--- src/rtl/im_loader.sv ---
// ============================================================================
// Module   : im_loader
// Purpose  : Byte-stream instruction-memory loader. Receives a word count N,
//            then N little-endian 32-bit words, and writes each word into
//            instruction memory while holding the core stalled.
//            Optional macro IM_LOADER_CHKSUM_EN adds a trailing XOR checksum
//            byte, checked in state CHK.
// Revision : 1.0 - initial release
// ============================================================================
`default_nettype none

module im_loader #(
    parameter int DEPTH = 64
) (
    input  logic        clk,
    input  logic        rst,
    input  logic        start,
    input  logic [7:0]  byte_in,
    input  logic        byte_valid,
    output logic        byte_ready,
    output logic        im_we,
    output logic [15:0] im_addr,
    output logic [31:0] im_wdata,
    output logic        cpu_hold,
    output logic        done,
    output logic        error
);

    localparam logic [2:0] c_st_idle = 3'd0;
    localparam logic [2:0] c_st_len  = 3'd1;
    localparam logic [2:0] c_st_data = 3'd2;
`ifdef IM_LOADER_CHKSUM_EN
    localparam logic [2:0] c_st_chk  = 3'd3;
`endif
    localparam logic [2:0] c_st_done = 3'd4;
    localparam logic [2:0] c_st_err  = 3'd5;

    localparam logic [31:0] c_depth = DEPTH;

    // Where the load goes once the data phase (or an empty load) finishes
`ifdef IM_LOADER_CHKSUM_EN
    localparam logic [2:0] c_st_after_data = c_st_chk;
`else
    localparam logic [2:0] c_st_after_data = c_st_done;
`endif

    logic [2:0]  r_state;
    logic [2:0]  w_next;
    logic [1:0]  r_byte_cnt;
    logic [7:0]  r_word_idx;
    logic [7:0]  r_len;
    logic [23:0] r_asm;
    logic        r_we;
    logic [15:0] r_addr;
    logic [31:0] r_wdata;
`ifdef IM_LOADER_CHKSUM_EN
    logic [7:0]  r_chk;
`endif

    logic w_ready;
    logic w_xfer;
    logic w_start_ok;
    logic w_last_word;
    logic w_too_long;

`ifdef IM_LOADER_CHKSUM_EN
    assign w_ready = (r_state == c_st_len) || (r_state == c_st_data) || (r_state == c_st_chk);
`else
    assign w_ready = (r_state == c_st_len) || (r_state == c_st_data);
`endif

    assign w_xfer      = byte_valid && w_ready;
    assign w_start_ok  = start && ((r_state == c_st_idle) || (r_state == c_st_done) ||
                                   (r_state == c_st_err));
    assign w_last_word = ((r_word_idx + 8'd1) == r_len);
    assign w_too_long  = ({24'd0, byte_in} > c_depth);

    assign byte_ready = w_ready;
    assign im_we      = r_we;
    assign im_addr    = r_addr;
    assign im_wdata   = r_wdata;

    // State register
    always_ff @(posedge clk) begin
        if (rst) begin
            r_state <= c_st_idle;
        end else begin
            r_state <= w_next;
        end
    end

    // Next-state selection and status outputs decoded from the state
    always_comb begin
        w_next   = r_state;
        cpu_hold = 1'b0;
        done     = 1'b0;
        error    = 1'b0;
        case (r_state)
            c_st_idle: begin
                if (start) w_next = c_st_len;
            end
            c_st_len: begin
                cpu_hold = 1'b1;
                if (w_xfer) begin
                    if (byte_in == 8'd0) begin
                        w_next = c_st_after_data;
                    end else if (w_too_long) begin
                        w_next = c_st_err;
                    end else begin
                        w_next = c_st_data;
                    end
                end
            end
            c_st_data: begin
                cpu_hold = 1'b1;
                // Leave as the last word's write strobe is registered
                if (w_xfer && (r_byte_cnt == 2'd3) && w_last_word) begin
                    w_next = c_st_after_data;
                end
            end
`ifdef IM_LOADER_CHKSUM_EN
            c_st_chk: begin
                cpu_hold = 1'b1;
                if (w_xfer) begin
                    w_next = (byte_in == r_chk) ? c_st_done : c_st_err;
                end
            end
`endif
            c_st_done: begin
                done = 1'b1;
                if (start) w_next = c_st_len;
            end
            c_st_err: begin
                error    = 1'b1;
                cpu_hold = 1'b1;
                if (start) w_next = c_st_len;
            end
            default: begin
                w_next = c_st_idle;
            end
        endcase
    end

    // Byte assembly, word write strobe, memory address/data and counters
    always_ff @(posedge clk) begin
        if (rst) begin
            r_byte_cnt <= 2'd0;
            r_word_idx <= 8'd0;
            r_len      <= 8'd0;
            r_asm      <= 24'd0;
            r_we       <= 1'b0;
            r_addr     <= 16'd0;
            r_wdata    <= 32'd0;
`ifdef IM_LOADER_CHKSUM_EN
            r_chk      <= 8'd0;
`endif
        end else begin
            r_we <= 1'b0;
            if (w_start_ok) begin
                r_byte_cnt <= 2'd0;
                r_word_idx <= 8'd0;
                r_len      <= 8'd0;
                r_asm      <= 24'd0;
`ifdef IM_LOADER_CHKSUM_EN
                r_chk      <= 8'd0;
`endif
            end else if (w_xfer && (r_state == c_st_len)) begin
                r_len <= byte_in;
            end else if (w_xfer && (r_state == c_st_data)) begin
                r_byte_cnt <= r_byte_cnt + 2'd1;
`ifdef IM_LOADER_CHKSUM_EN
                r_chk      <= r_chk ^ byte_in;
`endif
                case (r_byte_cnt)
                    2'd0: r_asm[7:0]   <= byte_in;
                    2'd1: r_asm[15:8]  <= byte_in;
                    2'd2: r_asm[23:16] <= byte_in;
                    default: begin
                        // Fourth byte completes the word: strobe it out next cycle
                        r_we       <= 1'b1;
                        r_addr     <= {6'd0, r_word_idx, 2'b00};
                        r_wdata    <= {byte_in, r_asm};
                        r_word_idx <= r_word_idx + 8'd1;
                    end
                endcase
            end
        end
    end

endmodule

`default_nettype wire

--- config.mk ---
export PLATFORM = sky130hd
export DESIGN_NAME = im_loader
export DESIGN_NICKNAME = d
export VERILOG_FILES = /design/src/rtl/im_loader.sv
export SDC_FILE = /design/constraint.sdc
export NUM_CORES = 1
export LEC_CHECK = 0
export ABC_CLOCK_PERIOD_IN_PS = 1900
export CORE_ASPECT_RATIO = 0.6
export CORE_MARGIN = 1.5
export CORE_UTILIZATION = 44
export DETAILED_ROUTE_END_ITERATION = 12
export GPL_TIMING_DRIVEN = 0
export PLACE_DENSITY = 0.69
export SKIP_CTS_REPAIR_TIMING = 1
export SLEW_MARGIN = 30
export SYNTH_ARGS = -nofsm -noshare
export SYNTH_HDL_FRONTEND = slang
export SYNTH_SLANG_ARGS = --single-unit
--- constraint.sdc ---
create_clock -name clk -period 1.9 [get_ports clk]
set_input_delay 0.19 -clock clk [delete_from_list [all_inputs] [get_ports clk]]
set_output_delay 0.19 -clock clk [all_outputs]
set_load 0.01 [all_outputs]
# Word-level counts from Yosys, hierarchy flattened
# Index checks and enable logic that the tools add are counted.
# word_totals
ff_bits	86
latch_bits	0
mem_bits_rw	0
rom_bits	0
input_bits	12
output_inout_bits	53
mem_count	0
# op_classes
addsub	2
n_mul	0
div	0
magnitude_cmp	1
eq_ne	11
n_shift	0
n_mux	10
bitwise_logic	4
n_reduce_logical	24
# op_table
op	n
$mux 3	5
$reduce_and 3->1	5
$pmux 3 s3	1
$reduce_or 3->1	3
$add 8x1->8 const B	1
$eq 8x8->1	1
$gt 8x7->1 const B	1
$logic_not 8->1	1
$eq 3x3->1 const B	2
$logic_and 1x1->1	6
$eq 2x2->1 const B	2
$mux 1	4
$ne 2x1->1 const B	2
$not 1->1	4
$reduce_and 4->1	1
$reduce_or 4->1	1
$eq 3x1->1 const B	1
$eq 3x2->1 const B	1
$logic_not 3->1	1
$logic_or 1x1->1	3
$add 2x1->2 const B	1
$eq 2x1->1 const B	1
$logic_not 2->1	1
$ne 2x2->1 const B	1
other kinds (2)	2

# Longest topological paths before layout
# logic_depth
word_depth	7
ltp_mapped	7

# Worst setup path after synthesis
# No wires, ideal clock.
# synth_path
kind	register -> register
start	reg r_word_idx[1]
end	reg r_state[1]
arrival_time_ps	1581
required_time_ps	1773
setup_slack_ps	193
stages_incl_launch_ff	8
n_path_buf	1
path_cell_list	dfxtp_1 > ha_1 > clkbuf_1 > nand2b_1 > o211ai_1 > a31oi_1 > o41ai_1 > nand2_1
# synth_via
elab_chain_len	5
# synth_rtl
item	line_no	rtl
from (decl)	50	logic [7:0] r_word_idx;
from (signal assigned)	183	r_word_idx <= r_word_idx + 8'd1;
$add 8x1->8	75	assign w_last_word = ((r_word_idx + 8'd1) == r_len);
$eq 8x8->1	75	
$logic_and 1x1->1	117	if (w_xfer && (r_byte_cnt == 2'd3) && w_last_word) begin
$ne 2x1->1 (no source line)	n/a	
$reduce_and 3->1 (no source line)	n/a	
to (signal assigned)	86	r_state <= c_st_idle;
to (signal assigned)	88	r_state <= w_next;
to (decl)	47	logic [2:0] r_state;
# No other way between the ends.
# A chain may end at the register's enable or synchronous reset.

# Final worst setup path
# layout_path
start	reg r_state[0]
end	out byte_ready
# layout_via
elab_chain_len	2
word_cells_on_any_way	3
classes_between	eq/ne (2); reduce/logical (1)
# layout_rtl
item	line_no	rtl
$eq 3x1->1 / $eq 3x2->1 (equally long branches)	69	assign w_ready = (r_state == c_st_len) || (r_state == c_st_data);
$logic_or 1x1->1 *	69	
to (decl)	20	output logic byte_ready,
# Every way passes the cells marked *; elsewhere a longest branch is shown, timed or not.

==> flow_metrics.py <==
metrics = {
    "status": {
        "status": "finished, final reports clean",
    },
    "timing": {
        "drv_slew": 0,
        "hold_violations": 0,
        "rsz0062_at_grt": "no",
        "hold_ws_ns": 0.131,
        "max_freq_mhz": 546,
        "fin_crit_sh_pct": 96.5,
        "period_minus_slack_ns": 1.83,
        "fin_skew_ns": 0.00653,
        "finalSetupViolCount": 0,
    },
    "critical_path": {
        "end_kind": "output port",
        "critPathMaxFanout": 10,
        "critical_path.top_delay_family": "buffers and inverters",
        "ff2ff_path_depth": 7,
        "critPathRequiredTime_ns": 1.71,
        "worstPathArrival_ns": 1.64,
        "critPathLaunch": "r_state[0]",
        "r2r_end": "im_wdata[24]",
        "regToRegStartpoint": "r_state[2]",
        "path_class": "reg2out",
        "crit_buf_inv": 2,
        "cp_cell_sequence": "clkbuf_8 -> xnor2_2 -> nor2_1 -> clkdlybuf4s50_1",
        "slowest_delay_ns": 0.54,
        "r2r_slack_ns": 0.10,
        "critPathLaunchType": "flip-flop",
        "slowest_stage": "clkdlybuf4s50_1",
    },
    "floorplan": {
        "die_x_um": 120,
        "start_util_pct": 45.7,
        "io_pins": 65,
        "row_count": 25,
        "die_area_um2": 8790,
        "core_um2": 7910,
        "die_h_um": 73.2,
    },
    "grt": {
        "grt_pass1_vias": 3003,
        "grt_pass1_wl_um": 15000,
        "grt_max_degree": 13,
        "grt_overflow": 0,
        "antenna_found_initial": 0,
        "grtUsageTotal_pct": 22.4,
    },
    "logic_synthesis": {
        "synth_flop_cell": "dfxtp_1",
        "yosys.area.top_type": "dfxtp_1",
        "synth_seq_cells": 86,
        "syn_area_um2": 3620,
        "synth-edff-count": 0,
        "synth_top_area_share_pct": 47.6,
        "yosysMostFrequentCell": "nand2_1",
        "avgSynthCellArea_um2": 7.92,
        "yosys-top-cells-count": "136 x nand2_1, 86 x dfxtp_1, 75 x a21oi_1",
        "syn_inst": 457,
        "yosysWarningCount": 0,
        "synth.distinct_cells": 44,
        "ys_top_cells_by_area": "dfxtp_1 48%, nand2_1 14%, a21oi_1 10%",
        "async_flop_share_pct": 0,
        "seq_area_frac_synth_pct": 47.6,
    },
    "power": {
        "irDropWorstVdd_v": 0.000384,
        "p_leak_nw": 1.65,
        "total_power_mw": 3.58,
        "powerDensity_nw_per_um2": 770,
    },
    "placed_design": {
        "io_buffers": 54,
        "placed_area_um2": 4320,
        "place_congestion": 0.797,
        "hpwlAfterDp_um": 6580,
    },
    "worst_hold_path": {
        "min-delay-start": "rst",
        "hold_class": "in2reg",
        "whs_endpoint": "r_state[0]",
        "whs_path_depth": 2,
    },
    "finish": {
        "n_antenna_cell": 0,
        "fill_cells": 718,
        "layout.nets": 546,
        "post-route-util_pct": 58.6,
        "drive_gt1_share_pct": 9.23,
        "area_delta_synth_final_pct": 28.3,
        "fin_area_um2": 4640,
    },
    "drt": {
        "routed_wirelength_um": 9180,
        "antenna_left": 0,
        "num_vias": 3251,
        "drcViolationCount": 0,
        "viasPerCell": 5.09,
        "drt_iter0_markers": 263,
        "drt_pass1_iterations": 5,
        "routedWlPerCell_um": 14.4,
    },
    "clock_tree": {
        "tritoncts": "done",
        "numCtsBuffers": 9,
        "numClockSinks": 86,
        "clk_pin_slew_ns": 0.06,
        "clock_latency_ns": 0.33,
        "htree_num_levels": 3,
        "clk_path_buf_depth": 2,
        "root_buffer": "clkbuf_16",
    },
    "run": {
        "cap_violations": 0,
    },
}
==> stage by stage <==
| stage | std cells | setup WS [ns] | TNS, ns |
|---|---|---|---|
| after floorplan | 464 | 0.193 | 0 |
| after global placement | 626 | -0.389 | -23.62 |
| after detailed placement | 626 | -0.446 | -24.96 |
| after CTS | 640 | -0.279 | -3.29 |
| after global routing | 639 | 0.0141 | 0 |
| final | 639 | 0.0670 | 0 |
==> logic make-up after synthesis <==
group	synth area share, %
simple gates	25.2
compound gates	14.1
flops	47.6
buf+inv	6.50
xor+xnor	4.36
fa+ha+maj	2.07
other cells	0.104
==> placed cells by master, fill, tap and decap left out, types with 2 or more instances in the layout <==
| master | instances |
|---|---|
| clkbuf_8 | 3 |
| nor4_1 | 3 |
| a21oi_1 | 75 |
| dlymetal6s2s_1 | 5 |
| xor2_1 | 8 |
| and3_1 | 3 |
| a21o_1 | 2 |
| ha_1 | 5 |
| nand2_1 | 136 |
| clkbuf_16 | 9 |
| dfxtp_2 | 2 |
| conb_1 | 8 |
| nor2b_1 | 3 |
| inv_1 | 3 |
| clkinv_2 | 2 |
| clkdlybuf4s50_1 | 49 |
| xnor2_1 | 9 |
| nor2_1 | 20 |
| nand3_1 | 29 |
| nand2b_1 | 3 |
| buf_4 | 10 |
| o41ai_2 | 2 |
| nand4_1 | 3 |
| clkbuf_2 | 6 |
| clkbuf_1 | 18 |
| dfxtp_1 | 84 |
| nor3_1 | 2 |
| buf_2 | 5 |
==> where the power goes <==
group	internal (mW)	leakage, nW	switching [mW]	total (mW)
Combinational	0.0828	0.830	0.128	0.211
Clock	0.902	0.128	0.640	1.54
Sequential	1.81	0.694	0.00970	1.82
Total	2.80	1.65	0.778	3.58
==> flip-flops by register name, summed over array words and instances (netlist names) <==
signal and cells:
im_we 1, im_addr 8, r_word_idx 8, r_byte_cnt 2
im_wdata 32, r_len 8, r_state 3, r_asm 24
==> per-layer routing <==
layer  vias to the layer above  share of wire [%]  global-route usage [%]
li1                       1646                  -                       -
met1                      1495                 49                    31.8
met2                       103                 42                    32.7
met3                         7                8.7                    7.19
met4                         0               0.60                    5.82
met5                         -                  0                       0
==> worst reg2reg max path: cells and delay by family, from the launching register on <==
family,cells,cell delay [ns]
AOI/OAI and AO/OA,1,0.14
DFF,1,0.38
buffers and inverters,3,0.67
and+or+nand+nor,3,0.54
==> worst max path at each step <==
stage / endpoint / slack, ns / cells past startpoint
2_1_floorplan: r_state[1] / 0.19 / 7
3_3_place_gp: r_state[2] / -0.39 / 6
3_5_place_dp: r_state[2] / -0.45 / 6
4_1_cts: r_state[1] / -0.28 / 7
5_1_grt: im_addr[4] / 0.01 / 7
6_report: byte_ready / 0.07 / 4
==> cell type report <==
type                       instances  area (um2)  area share, %
inverter                           3        11.3          0.243
clock inverter                     2        10.0          0.216
multi-input combinational        333        1720           37.2
sequential                        86        1720           37.2
timing repair buffer              54         553           11.9
tap                              108         135           2.91
buffer                            41         236           5.10
clock buffer                      12         246           5.31
No activity file was read; power rests on OpenSTA's default activity.
